<file path="config.mk">
export PLATFORM = sky130hd
export DESIGN_NAME = rtc_bus_arbiter
export DESIGN_NICKNAME = d
export VERILOG_FILES = /design/src/rtl/rtc_bus_arbiter.sv
export SDC_FILE = /design/constraint.sdc
export NUM_CORES = 1
export LEC_CHECK = 0
export BUFFER_PORTS_ARGS = -buffer_cell sky130_fd_sc_hd__buf_2
export CORE_MARGIN = 2
export CORE_UTILIZATION = 57
export DETAILED_ROUTE_END_ITERATION = 7
export MAX_ROUTING_LAYER = met4
export PLACE_DENSITY = 0.86
export SLEW_MARGIN = 0
export SYNTH_ARGS = -nofsm -noshare
export SYNTH_HDL_FRONTEND = slang
export SYNTH_SLANG_ARGS = --single-unit
</file>
<file path="constraint.sdc">
create_clock -name clock -period 6.15 [get_ports clock]
set_input_delay 0.9225 -clock clock [delete_from_list [all_inputs] [get_ports clock]]
set_output_delay 0.9225 -clock clock [all_outputs]
set_load 0.01 [all_outputs]
</file>
<file path="src/rtl/rtc_bus_arbiter.sv">
// Round-robin owner of the shared RTC bus: grants one engine at a time, forwards its
// bus signals with one cycle of latency, and aborts engines that never ack or that hang.
module rtc_bus_arbiter #(
    parameter int unsigned NREQ     = 3,
    parameter int unsigned ACK_WAIT = 4,
    parameter int unsigned TIMEOUT  = 1023,
    parameter int unsigned GUARD    = 4
) (
    input  logic              clock,
    input  logic              reset,
    input  logic [NREQ-1:0]   req,
    input  logic [NREQ-1:0]   busy,
    input  logic [NREQ-1:0]   eng_ad,
    input  logic [NREQ-1:0]   eng_wr,
    input  logic [NREQ-1:0]   eng_rd,
    input  logic [NREQ-1:0]   eng_cs,
    input  logic [8*NREQ-1:0] eng_dout,
    output logic [NREQ-1:0]   start,
    output logic [NREQ-1:0]   grant,
    output logic [7:0]        ADout,
    output logic              ad,
    output logic              wr,
    output logic              rd,
    output logic              cs,
    output logic              abort
);

    localparam int unsigned IW  = (NREQ > 1) ? $clog2(NREQ) : 1;
    localparam int unsigned TW  = $clog2(TIMEOUT + 1);
    localparam int unsigned AW  = $clog2(ACK_WAIT + 1);
    localparam int unsigned GW  = $clog2(GUARD + 1);
    localparam int unsigned CW1 = (TW > AW) ? TW : AW;
    localparam int unsigned CW  = (CW1 > GW) ? CW1 : GW;

    typedef enum logic [1:0] {StIdle, StAck, StRun, StGuard} state_e;

    state_e          state_q, state_d;
    logic [IW-1:0]   ptr_q, ptr_d;
    logic [IW-1:0]   idx_q, idx_d;
    logic [CW-1:0]   cnt_q, cnt_d;
    logic [NREQ-1:0] start_q, start_d;
    logic [NREQ-1:0] grant_q, grant_d;
    logic            abort_q, abort_d;
    logic [7:0]      dout_q, dout_d;
    logic            ad_q, ad_d, wr_q, wr_d, rd_q, rd_d, cs_q, cs_d;

    logic            found;
    logic [IW-1:0]   pick;
    logic [IW-1:0]   nxt_ptr;
    logic            own;

    // First requester at or above the pointer, wrapping.
    always_comb begin
        int unsigned e;
        e     = 0;
        found = 1'b0;
        pick  = ptr_q;
        for (int unsigned k = 0; k < NREQ; k++) begin
            e = (32'(ptr_q) + k) % NREQ;
            if (!found && req[e]) begin
                found = 1'b1;
                pick  = IW'(e);
            end
        end
    end

    assign nxt_ptr = (idx_q == IW'(NREQ - 1)) ? '0 : idx_q + 1'b1;

    always_comb begin
        state_d = state_q;
        ptr_d   = ptr_q;
        idx_d   = idx_q;
        cnt_d   = cnt_q;
        start_d = '0;
        grant_d = grant_q;
        abort_d = 1'b0;
        unique case (state_q)
            StIdle: begin
                if (found) begin
                    state_d       = StAck;
                    idx_d         = pick;
                    grant_d       = '0;
                    grant_d[pick] = 1'b1;
                    start_d       = '0;
                    start_d[pick] = 1'b1;
                    cnt_d         = '0;
                end
            end
            StAck: begin
                if (busy[idx_q]) begin
                    state_d = StRun;
                    cnt_d   = '0;
                end else if (cnt_q == CW'(ACK_WAIT - 1)) begin
                    abort_d = 1'b1;
                    state_d = StGuard;
                    grant_d = '0;
                    ptr_d   = nxt_ptr;
                    cnt_d   = '0;
                end else begin
                    cnt_d = cnt_q + 1'b1;
                end
            end
            StRun: begin
                if (!busy[idx_q] || cnt_q == CW'(TIMEOUT - 1)) begin
                    abort_d = busy[idx_q];
                    state_d = StGuard;
                    grant_d = '0;
                    ptr_d   = nxt_ptr;
                    cnt_d   = '0;
                end else begin
                    cnt_d = cnt_q + 1'b1;
                end
            end
            StGuard: begin
                if (cnt_q == CW'(GUARD - 1)) begin
                    state_d = StIdle;
                    cnt_d   = '0;
                end else begin
                    cnt_d = cnt_q + 1'b1;
                end
            end
            default: state_d = StIdle;
        endcase
    end

    // Forward the owner's pins only while it keeps the bus into the next cycle.
    assign own = (state_q == StAck || state_q == StRun) &&
                 (state_d == StAck || state_d == StRun);

    always_comb begin
        dout_d = 8'hFF;
        ad_d   = 1'b1;
        wr_d   = 1'b1;
        rd_d   = 1'b1;
        cs_d   = 1'b1;
        if (own) begin
            dout_d = eng_dout[{idx_q, 3'b000} +: 8];
            ad_d   = eng_ad[idx_q];
            wr_d   = eng_wr[idx_q];
            rd_d   = eng_rd[idx_q];
            cs_d   = eng_cs[idx_q];
        end
    end

    always_ff @(posedge clock or negedge reset) begin
        if (!reset) begin
            state_q <= StIdle;
            ptr_q   <= '0;
            idx_q   <= '0;
            cnt_q   <= '0;
            start_q <= '0;
            grant_q <= '0;
            abort_q <= 1'b0;
            dout_q  <= 8'hFF;
            ad_q    <= 1'b1;
            wr_q    <= 1'b1;
            rd_q    <= 1'b1;
            cs_q    <= 1'b1;
        end else begin
            state_q <= state_d;
            ptr_q   <= ptr_d;
            idx_q   <= idx_d;
            cnt_q   <= cnt_d;
            start_q <= start_d;
            grant_q <= grant_d;
            abort_q <= abort_d;
            dout_q  <= dout_d;
            ad_q    <= ad_d;
            wr_q    <= wr_d;
            rd_q    <= rd_d;
            cs_q    <= cs_d;
        end
    end

    assign start = start_q;
    assign grant = grant_q;
    assign abort = abort_q;
    assign ADout = dout_q;
    assign ad    = ad_q;
    assign wr    = wr_q;
    assign rd    = rd_q;
    assign cs    = cs_q;

endmodule

</file>
After elaboration in Yosys (flattened, before gate mapping)
Cells that the tools add are included.
{"block": "classes", "addsub": 4, "n_div": 3, "magnitude_cmp": 6, "n_eq_ne": 12, "shift": 1, "muxes": 56, "n_reduce_logical": 16}
{"cell": "< comparator 32 x 3 -> 1 bit (second input constant)", "count": 3}
{"cell": "modulo 32 x 2 -> 32 bit (second input constant)", "count": 2}
{"cell": "2-to-1 mux 10 bit", "count": 4}
{"cell": "one-hot mux 10 bit (4 select lines)", "count": 1}
{"cell": "modulo 2 x 2 -> 32 bit (second input constant)", "count": 1}
{"cell": "2-to-1 mux 2 bit", "count": 12}
{"cell": "indexed part select 24 x 6 -> 8 bit", "count": 1}
{"cell": "2-to-1 mux 1 bit", "count": 19}
{"cell": "2-to-1 mux 3 bit", "count": 6}
{"cell": "binary-select mux 1 bit (select 2 bit)", "count": 8}
{"cell": "adder 10 x 1 -> 10 bit (second input constant)", "count": 1}
{"cell": "equality test 10 bit (second input constant)", "count": 1}
{"cell": "equality test 10 x 2 -> 1 bit (second input constant)", "count": 1}
{"cell": "one-hot mux 3 bit (3 select lines)", "count": 1}
{"cell": "equality test 2 bit (second input constant)", "count": 4}
{"cell": "2-to-1 mux 8 bit", "count": 1}
{"cell": "!= test 2 bit (second input constant)", "count": 4}
{"cell": "one-hot mux 2 bit (4 select lines)", "count": 1}
{"cell": "< comparator 2 x 3 -> 1 bit (second input constant)", "count": 2}
{"cell": "AND reduction 5 bit", "count": 1}
{"cell": "equality test 2 x 1 -> 1 bit (second input constant)", "count": 2}
{"cell": "logical AND 1 bit", "count": 4}
{"cell": "one-hot mux 2 bit (2 select lines)", "count": 1}
{"cell": "AND reduction 4 bit", "count": 1}
{"cell": "12 further kinds", "count": 16}
{"block": "totals", "register_bits": 35, "out_inout_bits": 19, "word_cells": 110}

Logic depth before layout (Yosys ltp)
Gate-level depths: netlist of run 1.
{"block": "logic_depth", "word_depth": 16, "mapped_depth": 10, "depth_no_buf": 8}

Worst setup path after synthesis of run 1
Ideal clock, no wire load.
{"block": "synth_timing", "kind": "input -> register", "start": "in req[2]", "end": "reg rd_q (netlist: rd)", "arrival_time_ps": 2324, "path_slack_ps": 3738, "stages": 7, "path_buffers": 1, "path_cell_list": "mux2i_1 > o21ai_1 > o41ai_2 > o21ai_1 > and3_4 > buf_6 > or3_1"}
{"block": "synth_via", "elab_chain_cells": 15}
{"item": "from (decl)", "line_no": "11", "text": "input logic [NREQ-1:0] req,"}
{"item": "binary-select mux 1 bit (select 2 bit)", "line_no": "60", "text": "if (!found && req[e]) begin"}
{"item": "2-to-1 mux 1 bit (implied by the code)", "line_no": "60"}
{"item": "2-to-1 mux 1 bit", "line_no": "60"}
{"item": "zero test 1 bit", "line_no": "60"}
{"item": "logical AND 1 bit", "line_no": "60"}
{"item": "2-to-1 mux 1 bit", "line_no": "60"}
{"item": "zero test 1 bit", "line_no": "60"}
{"item": "logical AND 1 bit", "line_no": "60"}
{"item": "2-to-1 mux 1 bit (*)", "line_no": "60"}
{"item": "2-to-1 mux 2 bit (*)", "line_no": "79", "text": "if (found) begin"}
{"item": "one-hot mux 2 bit (4 select lines) (*)", "line_no": "77", "text": "unique case (state_q)"}
{"item": "equality test 2 x 1 -> 1 bit / equality test 2 bit (equally long branches)", "line_no": "128", "text": "(state_d == StAck || state_d == StRun);"}
{"item": "logical OR 1 bit (*)", "line_no": "128"}
{"item": "logical AND 1 bit (*)", "line_no": "127", "text": "assign own = (state_q == StAck || state_q == StRun) &&"}
{"item": "2-to-1 mux 1 bit (*)", "line_no": "136", "text": "if (own) begin"}
{"item": "via rd_d", "line_no": "45", "text": "logic ad_q, ad_d, wr_q, wr_d, rd_q, rd_d, cs_q, cs_d;"}
{"item": "to (signal assigned)", "line_no": "170", "text": "rd_q <= rd_d;"}
{"item": "to (decl)", "line_no": "45"}
Mark *: on every way through the listed nets, which the timed path passes. The rest lies on a longest branch. The select of a mux whose other input is x is not followed.
A chain may end at the register's enable or synchronous reset.

Worst setup path in the final report of run 1
{"block": "layout_timing", "start": "reg idx_q[1]", "end": "reg cnt_q[9]"}
{"block": "layout_via", "elab_chain_cells": 6}
{"item": "from (decl)", "line_no": "39", "text": "logic [IW-1:0] idx_q, idx_d;"}
{"item": "from (signal assigned)", "line_no": "162", "text": "idx_q <= idx_d;"}
{"item": "binary-select mux 1 bit (select 2 bit) (*)", "line_no": "90, 104"}
{"item": "2-to-1 mux 1 bit (implied by the code) (*)", "line_no": "90, 104"}
{"item": "zero test 1 bit", "line_no": "104", "text": "if (!busy[idx_q] || cnt_q == CW'(TIMEOUT - 1)) begin"}
{"item": "logical OR 1 bit", "line_no": "104"}
{"item": "2-to-1 mux 10 bit", "line_no": "104"}
{"item": "one-hot mux 10 bit (4 select lines) (*)", "line_no": "77"}
{"item": "to (signal assigned)", "line_no": "163", "text": "cnt_q <= cnt_d;"}
{"item": "to (decl)", "line_no": "40", "text": "logic [CW-1:0] cnt_q, cnt_d;"}
Every way passes the cells marked *; elsewhere a longest branch is shown, timed or not. The select of a mux whose other input is x is not followed.

==> out/qor.txt, run 1 <==
Commonest non-fill, non-tap cells in the layout: buf_2 (62), nand2_1 (24), dfrtp_1 (23)
Clk pin slew, worst setup/hold paths: 0.08 ns
Leak: 1.22 nW
Routability Congestion: 0.888
GR Util met3: 7.17%
CTS tree: built
GRT overflow: 0
Die width: 67.7 µm
Max-cap violation count: 0
Synthesized net count: 300
Finished Layout Cells: 354
CP Launch Type: flop
First-pass GRT wire length: 8740 µm
Final WS setup: 2.83 ns
Asr flop ratio synth: 100%
Run status: finished clean
Die area: 4590 µm²
CP Max Fanout: 17
Busiest layer in global routing: met2
Mapped cell area: 2320 µm²
Max Slew Vio Count: 0
Total CTS buffers: 5
Slew headroom: 40.6%
Clock tree buffer depth: 2
Area grow syn2layout: 19.5%
Final worst path period need: 3.32 ns
Met2 global-route usage: 41.8%
Peak VDD IR: 0.360 mV
Inst Count DP: 346
# IOs: 63
Final Hold Viols: 0
Clock skew: 0.0106 ns
HP Class: reg2reg
Initial antenna violation count: 0
Hold Buf Count CTS: 0
Total Power: 1.35 mW
Number of synthesized flops with an enable pin: 0
Largest family of logic cells by synthesized area: simple AND/OR/NAND/NOR gates
Met1 usage: 32.2%
Worst Tran Pin Value: 0.891 ns
Post-route design area: 2770 µm²
Post-synth top flop: dfrtp_1
# resized after CTS: 0
Sequential share of the synthesized area: 38.5%
Commonest non-fill, non-tap cell in the layout: buf_2
Complex-gate fraction of the synthesized area: 19.4%
Hold slack final: 0.507 ns
Largest net degree at the start of global routing: 36
RSZ-0062 raised after global routing: no
P per Cell Area: 489 nW/µm²
Fin Setup TNS: 0 ns
R2R setup slack: 2.83 ns
CP required: 6.34 ns
DRC Markers: 0
Fin util: 70.2%
GR Util All Layers: 26.4%
Nets: 358
Postcts setup bufs: 0
First drt pass iteration count: 4
Post-Synth Adder-Cell Area: 5.94%
Final setup vio count: 0
Cell area after placement: 2630 µm²
Root Driver: clkbuf_8
Total of warnings raised by yosys: 0
CTS Sinks: 35
Period utilization: 54.1%
Synth top area share: 24.9%
Drt first-iter violations: 148
Fmax: 0.301 GHz
WL final: 5560 µm
CTS H-tree depth: 2
Worst setup path class: reg2reg
Post-synthesis mux area share: 9.72%
Post-Synth Simple-Gate Area: 21.4%
Vias in the first global route: 1,883
Cells after synthesis: 245
#FFs+latches synth: 35
Vias: 2,063
Layout cell share with drive strength beyond 1: 31.6%
Pre-CTS setup slack: 2.89 ns
Post-route ant nets: 0
XOR/XNOR Fraction of Synth Area: 0%
Die Y: 67.7 µm
Clock insertion delay at the later pin of the skew report: 0.30 ns
Largest area contributor in the synthesized netlist: dfrtp_1
PortBufs: 62
Synthesized area per cell: 9.45 µm²
Starting Density: 58.7%
Row cnt: 23
Avg WL per Cell: 15.7 µm
Critical Path AT: 3.51 ns
CP endpoint kind: flop
Via/cell ratio: 5.83
Ant diodes: 0
Synth area leaders: dfrtp_1 (25%), dfstp_2 (14%), mux2i_1 (7.8%), ha_1 (5.9%), o211ai_1 (4.2%)
Filler instances: 310
Core area: 3940 µm²
Synth cell types: 50
Placed wire-length estimate: 4050 µm
==> critical path: stages, from the launching register on <==
cell,delay [ns]
dfrtp_1,0.89
mux2i_1,0.23
o21a_1,0.25
or3_1,0.39
a21oi_1,0.71
o21ai_1,0.39
o31ai_1,0.35
==> power breakdown <==
| group | switching [mW] | leakage [nW] | internal [mW] | total [mW] |
|---|---|---|---|---|
| clock | 0.0858 | 0.0644 | 0.162 | 0.247 |
| combinational | 0.427 | 0.724 | 0.314 | 0.741 |
| sequential | 0.0642 | 0.435 | 0.300 | 0.364 |
==> Yosys cell counts, types with 6 or more instances <==
| master | instances |
|---|---|
| nand2_1 | 24 |
| o21ai_0 | 8 |
| mux2i_1 | 18 |
| or3_1 | 13 |
| a21oi_1 | 6 |
| dfrtp_1 | 23 |
| nor2_1 | 8 |
| dfstp_2 | 12 |
| nand3_1 | 9 |
| o211ai_1 | 13 |
| clkbuf_1 | 6 |
| inv_1 | 14 |
| ha_1 | 11 |
==> routing by layer <==
| layer | part of all wire [%] | wire [µm] | vias to the layer above |
|---|---|---|---|
| met5 | 0 | 0 | - |
| met4 | 0.61 | 34 | 0 |
| li1 | - | - | 1020 |
| met2 | 52 | 2880 | 47 |
| met3 | 4.9 | 275 | 6 |
| met1 | 43 | 2360 | 990 |
==> area by class of cell <==
| class | count | area, µm² | area share [%] |
|---|---|---|---|
| multi-input cells | 184 | 1310 | 47.2 |
| well taps | 50 | 62.6 | 2.26 |
| inverters | 14 | 52.6 | 1.90 |
| repair buffers | 63 | 318 | 11.5 |
| clock inverters | 3 | 67.6 | 2.44 |
| clock buffers | 5 | 68.8 | 2.49 |
| flip-flops and latches | 35 | 891 | 32.2 |
==> sequential cells by signal, indices dropped and copies added, names as in the netlist <==
name,flops
cnt_q,10
ADout,8
grant,3
start,3
idx_q,2
ptr_q,2
state_q,2
abort,1
ad,1
cs,1
rd,1
wr,1
==> final timing paths <==
| check | start | end | depth (start not counted) |
|---|---|---|---|
| min | grant[2]$_DFFE_PN0P_ | grant[2]$_DFFE_PN0P_ | 1 |
| max in group asynchronous | reset | ptr_q[1]$_DFFE_PN0P_ | 1 |
| min in group asynchronous | reset | start[1]$_DFF_PN0_ | 1 |
| max | idx_q[1]$_DFFE_PN0P_ | cnt_q[9]$_DFFE_PN0P_ | 6 |
| max reg2reg | idx_q[1]$_DFFE_PN0P_ | cnt_q[9]$_DFFE_PN0P_ | 6 |
| min reg2reg | grant[2]$_DFFE_PN0P_ | grant[2]$_DFFE_PN0P_ | 1 |
==> cells by family after synthesis <==
logic type / after synthesis
multiplexers: 22
adder cells (fa/ha/maj): 11
flip-flops: 35
buffers and inverters: 26
AND/OR/NAND/NOR: 89
AO/OA/AOI/OAI: 62
Note: power is estimated with default switching activity, not from simulation.
==> run 2: changes to the inputs <==
--- a/config.mk
+++ b/config.mk
@@ -7,10 +7,10 @@
 export LEC_CHECK = 0
 export BUFFER_PORTS_ARGS = -buffer_cell sky130_fd_sc_hd__buf_2
 export CORE_MARGIN = 2
-export CORE_UTILIZATION = 57
+export CORE_UTILIZATION = 48
 export DETAILED_ROUTE_END_ITERATION = 7
 export MAX_ROUTING_LAYER = met4
-export PLACE_DENSITY = 0.86
+export PLACE_DENSITY = 0.77
 export SLEW_MARGIN = 0
 export SYNTH_ARGS = -nofsm -noshare
 export SYNTH_HDL_FRONTEND = slang
==> constraint.sdc (replaced) <==
create_clock -name clock -period 2.8 [get_ports clock]
set_input_delay 0.42 -clock clock [delete_from_list [all_inputs] [get_ports clock]]
set_output_delay 0.42 -clock clock [all_outputs]
set_load 0.01 [all_outputs]
==> out/qor.txt, run 2 (same netlist as run 1, synthesis figures left out) <==
Pre-CTS setup slack: 0.0844 ns
Avg WL per Cell: 15.3 µm
Nets: 364
Area grow syn2layout: 20.8%
R2R setup slack: 0.19 ns
GR Util All Layers: 21.4%
CP endpoint kind: flop
Largest register FFs: 10
Final setup vio count: 0
Commonest non-fill, non-tap cell in the layout: buf_2
Total CTS buffers: 5
Clock tree buffer depth: 2
Core area: 4690 µm²
Peak VDD IR: 0.704 mV
Row cnt: 25
CTS Sinks: 35
P per Cell Area: 1050 nW/µm²
First-pass GRT wire length: 8900 µm
Run status: finished clean
Ant diodes: 0
Initial antenna violation count: 0
Die width: 73.5 µm
Reg2reg end: ADout[7]$_DFF_PN1_
GRT overflow: 0
CP Launch Type: flop
Starting Density: 49.4%
Post-route ant nets: 0
R2r worst-path depth: 8
Hold Buf Count CTS: 0
Routability Congestion: 0.947
Leak: 1.25 nW
RSZ-0062 raised after global routing: no
Root Driver: clkbuf_8
Via/cell ratio: 5.85
CP Max Fanout: 12
Most flop-heavy register: cnt_q
DRC Markers: 0
Die Y: 73.5 µm
Final WS setup: 0.185 ns
Worst flop-to-flop path startpoint: ptr_q[0]$_DFFE_PN0P_
HP Class: in2async
Max Slew Vio Count: 0
Drt first-iter violations: 173
CP required: 3.01 ns
Period utilization: 93.4%
Worst setup path class: reg2reg
Final Hold Viols: 0
Vias in the first global route: 1,936
WL final: 5560 µm
CTS H-tree depth: 2
Placed wire-length estimate: 4100 µm
Critical Path AT: 2.82 ns
Clock skew: 0.00909 ns
Slew headroom: 34.9%
Commonest non-fill, non-tap cells in the layout: buf_2 (62), nand2_1 (24), dfrtp_1 (23)
CTS tree: built
Filler instances: 400
Worst Tran Pin Value: 0.974 ns
Clk pin slew, worst setup/hold paths: 0.08 ns
Largest net degree at the start of global routing: 36
First drt pass iteration count: 4
Final worst path period need: 2.61 ns
Crit path from: ptr_q[0]$_DFFE_PN0P_
Die area: 5400 µm²
Fmax: 0.382 GHz
Layout cell share with drive strength beyond 1: 33.2%
Postcts setup bufs: 0
Max-cap violation count: 0
Clock insertion delay at the later pin of the skew report: 0.29 ns
Fin Setup TNS: 0 ns
Vias: 2,129
# IOs: 63
PortBufs: 62
-- run 2: report_power, final --
group,total [mW],internal (mW),switching [mW],leakage [nW]
clock,0.457,0.265,0.192,0.0581
sequential,0.734,0.661,0.0729,0.435
combinational,1.74,0.733,1.01,0.754
total,2.93,1.66,1.27,1.25
-- run 2: area by class of cell --
class / count / area (µm²) / area share (%)
Clock buffer: 5 / 68.8 / 2.46
Multi-Input combinational cell: 184 / 1310 / 46.9
Clock inverter: 3 / 43.8 / 1.57
Sequential cell: 35 / 891 / 31.8
Tap cell: 54 / 67.6 / 2.42
Inverter: 14 / 52.6 / 1.88
Timing Repair Buffer: 69 / 363 / 13.0
-- run 2: how the worst max path moves through the flow --
| stage | endpoint |
|---|---|
| 6_report | ADout[7]$_DFF_PN1_ |
| 5_1_grt | ADout[2]$_DFF_PN1_ |
| 4_1_cts | ADout[7]$_DFF_PN1_ |
| 3_5_place_dp | ADout[3]$_DFF_PN1_ |
| 3_3_place_gp | ADout[3]$_DFF_PN1_ |
| 2_1_floorplan | wr$_DFF_PN1_ |
-- run 2: metal layers --
metal	global-route usage (%)	up-vias	share of wire, %
met5	-	-	0
met4	5.05	0	0.86
met3	3.02	7	3.1
met2	33.5	52	49
met1	29.5	1035	47
li1	-	1035	-
-- run 2: per-stage QoR --
stage	hold slack, ns	util, %	area (µm²)	std cells	power [mW]
after detailed placement	0.492	57.1	2680	356	2.46
after global placement	0.487	57.1	2680	356	2.43
after global routing	0.285	59.6	2800	364	3.16
after floorplan	0.124	-	2320	245	2.06
final	0.199	59.6	2800	364	2.93
after CTS	0.224	59.5	2790	364	2.93
-- run 2: critical path: stages, from the launching register on --
cell and delay, ns:
dfrtp_1 0.39, inv_1 0.10, ha_1 0.48, mux2i_1 0.32
o22ai_2 0.16, o41ai_2 0.29, o21ai_1 0.16, and3_4 0.26
or3_1 0.37
-- run 2: repair_timing --
action                                  CTS  global route
endpoints found under the hold margin     0             0
endpoints found under the setup margin    0            12
gates resized for setup                   0             1
==> run 3: changes to the inputs <==
==> constraint.sdc (replaced) <==
create_clock -name clock -period 2.1 [get_ports clock]
set_input_delay 0.315 -clock clock [delete_from_list [all_inputs] [get_ports clock]]
set_output_delay 0.315 -clock clock [all_outputs]
set_load 0.01 [all_outputs]
==> out/qor.txt, run 3 (same netlist as run 1, synthesis figures left out) <==
Run status: finished, violations left
Violated checks: negative setup slack
P per Cell Area: 1490 nW/µm²
Final worst path period need: 2.25 ns
Die area: 5400 µm²
Peak VDD IR: 0.927 mV
CP Max Fanout: 9
Fin util: 71.4%
Initial antenna violation count: 0
CTS Sinks: 35
First drt pass iteration count: 4
FF/Latch Area: 891 µm²
Most flop-heavy register: cnt_q
Largest register FFs: 10
Starting Density: 49.4%
Gate power share: 68.5%
Core area: 4690 µm²
P_sw: 2.12 mW
CP required: 2.28 ns
Row cnt: 25
Commonest non-fill, non-tap cell in the layout: buf_2
Top cell by count, worst path: buf_4
RSZ-0062 raised after global routing: yes
R2r worst-path depth: 10
Post-route design area: 3350 µm²
CP delay by family, top: buffers and inverters
Buf/Inv on CP: 4
WL final: 6300 µm
Filler instances: 327
Clock skew: 0.00769 ns
Avg WL per Cell: 15.7 µm
First-pass GRT wire length: 8910 µm
Nets: 400
Commonest non-fill, non-tap cells in the layout: buf_2 (62), buf_4 (37), nand2_1 (24)
Slowest CP cell: dfrtp_1
Internal: 2.88 mW
Area grow syn2layout: 44.7%
Worst flop-to-flop path startpoint: ptr_q[1]$_DFFE_PN0P_
Ant diodes: 0
Final Hold Viols: 0
Worst setup path class: reg2reg
Finished Layout Cells: 400
HP Class: in2async
Net Sw Frac: 42.4%
Fin Setup TNS: -2.12 ns
Leak: 1.47 nW
CP Launch Type: flop
Clock tree buffer depth: 2
Period utilization: 107%
CTS tree: built
Root Driver: clkbuf_8
Routability Congestion: 0.956
Worst Tran Pin Value: 0.751 ns
Fmax: 0.445 GHz
Crit path from: ptr_q[1]$_DFFE_PN0P_
Layout cell share with drive strength beyond 1: 49.1%
Vias: 2,264
CTS H-tree depth: 2
GR Util All Layers: 21.8%
Cell count along the critical path: 10
Area of the multi-input gates: 1570 µm²
Die Y: 73.5 µm
Total CTS buffers: 5
Pre-CTS setup slack: -0.356 ns
Slew headroom: 50.0%
Inst Count DP: 382
Final WS setup: -0.150 ns
Cell area after placement: 2890 µm²
DRC Markers: 0
Sequential Power Share: 19.4%
Vias in the first global route: 1,988
Final setup vio count: 19
PortBufs: 62
Part of the power in the clock network: 12.1%
Clock insertion delay at the later pin of the skew report: 0.29 ns
Die width: 73.5 µm
Via/cell ratio: 5.66
Largest net degree at the start of global routing: 36
# IOs: 63
Hold Buf Count CTS: 0
Total Power: 5.00 mW
Drt first-iter violations: 200
Clk pin slew, worst setup/hold paths: 0.07 ns
CP endpoint kind: flop
Max Slew Vio Count: 0
Hold slack final: 0.0876 ns
Max-cap violation count: 0
GRT overflow: 0
Max stage delay on crit path: 0.43 ns
Placed wire-length estimate: 4190 µm
Critical Path AT: 2.43 ns
Post-route ant nets: 0
Worst path cell trace: ha_4 > buf_8 > nand3b_1 > o21ai_4 > buf_4 > buf_4 > a32oi_1 > buf_4 > nor3b_2 > mux2_2
-- run 3: layout make-up --
cell class,instances,area share (%)
multi-input combinational,185,46.9
sequential,35,26.6
timing repair buffer,104,19.6
clock buffer,5,2.05
tap,54,2.02
inverter,14,1.57
clock inverter,3,1.31
-- run 3: worst register-to-register path, cell delays in order, from the launching register on --
cell and delay, ns:
dfrtp_1 0.43, ha_4 0.33, buf_8 0.14, nand3b_1 0.15
o21ai_4 0.15, buf_4 0.16, buf_4 0.10, a32oi_1 0.10
buf_4 0.17, nor3b_2 0.15, mux2_2 0.26
-- run 3: metal layers --
| layer | vias up | track usage (%) | share of wire (%) |
|---|---|---|---|
| met4 | 0 | 7.88 | 1.7 |
| li1 | 1109 | - | - |
| met5 | - | - | 0 |
| met3 | 10 | 3.57 | 5.3 |
| met1 | 1059 | 28.7 | 46 |
| met2 | 86 | 34.1 | 47 |
-- run 3: power by group through the flow --
stage               combinational [mW]  sequential [mW]  clock, mW
floorplan                         1.80             1.01          0
global placement                  2.57            0.980          0
detailed placement                2.62            0.983          0
CTS                               2.76            0.972      0.608
global route                      3.67            0.989      0.632
finish                            3.42            0.970      0.603
-- run 3: final timing paths --
path,end,slack [ns]
max,grant[1]$_DFFE_PN0P_,-0.15
min,cnt_q[8]$_DFFE_PN0P_,0.09
max reg2reg,grant[1]$_DFFE_PN0P_,-0.15
min reg2reg,grant[2]$_DFFE_PN0P_,0.50
max in group asynchronous,cnt_q[9]$_DFFE_PN0P_,1.53
min in group clock,ADout[4]$_DFF_PN1_,0.34
-- run 3: repair_timing --
| action | CTS | global route |
|---|---|---|
| gates resized for setup | 9 | 42 |
| setup buffers | 1 | 9 |
| gates cloned | 1 | 0 |
| endpoints found under the hold margin | 0 | 0 |
| endpoints found under the setup margin | 20 | 31 |
| pin swaps | 2 | 8 |
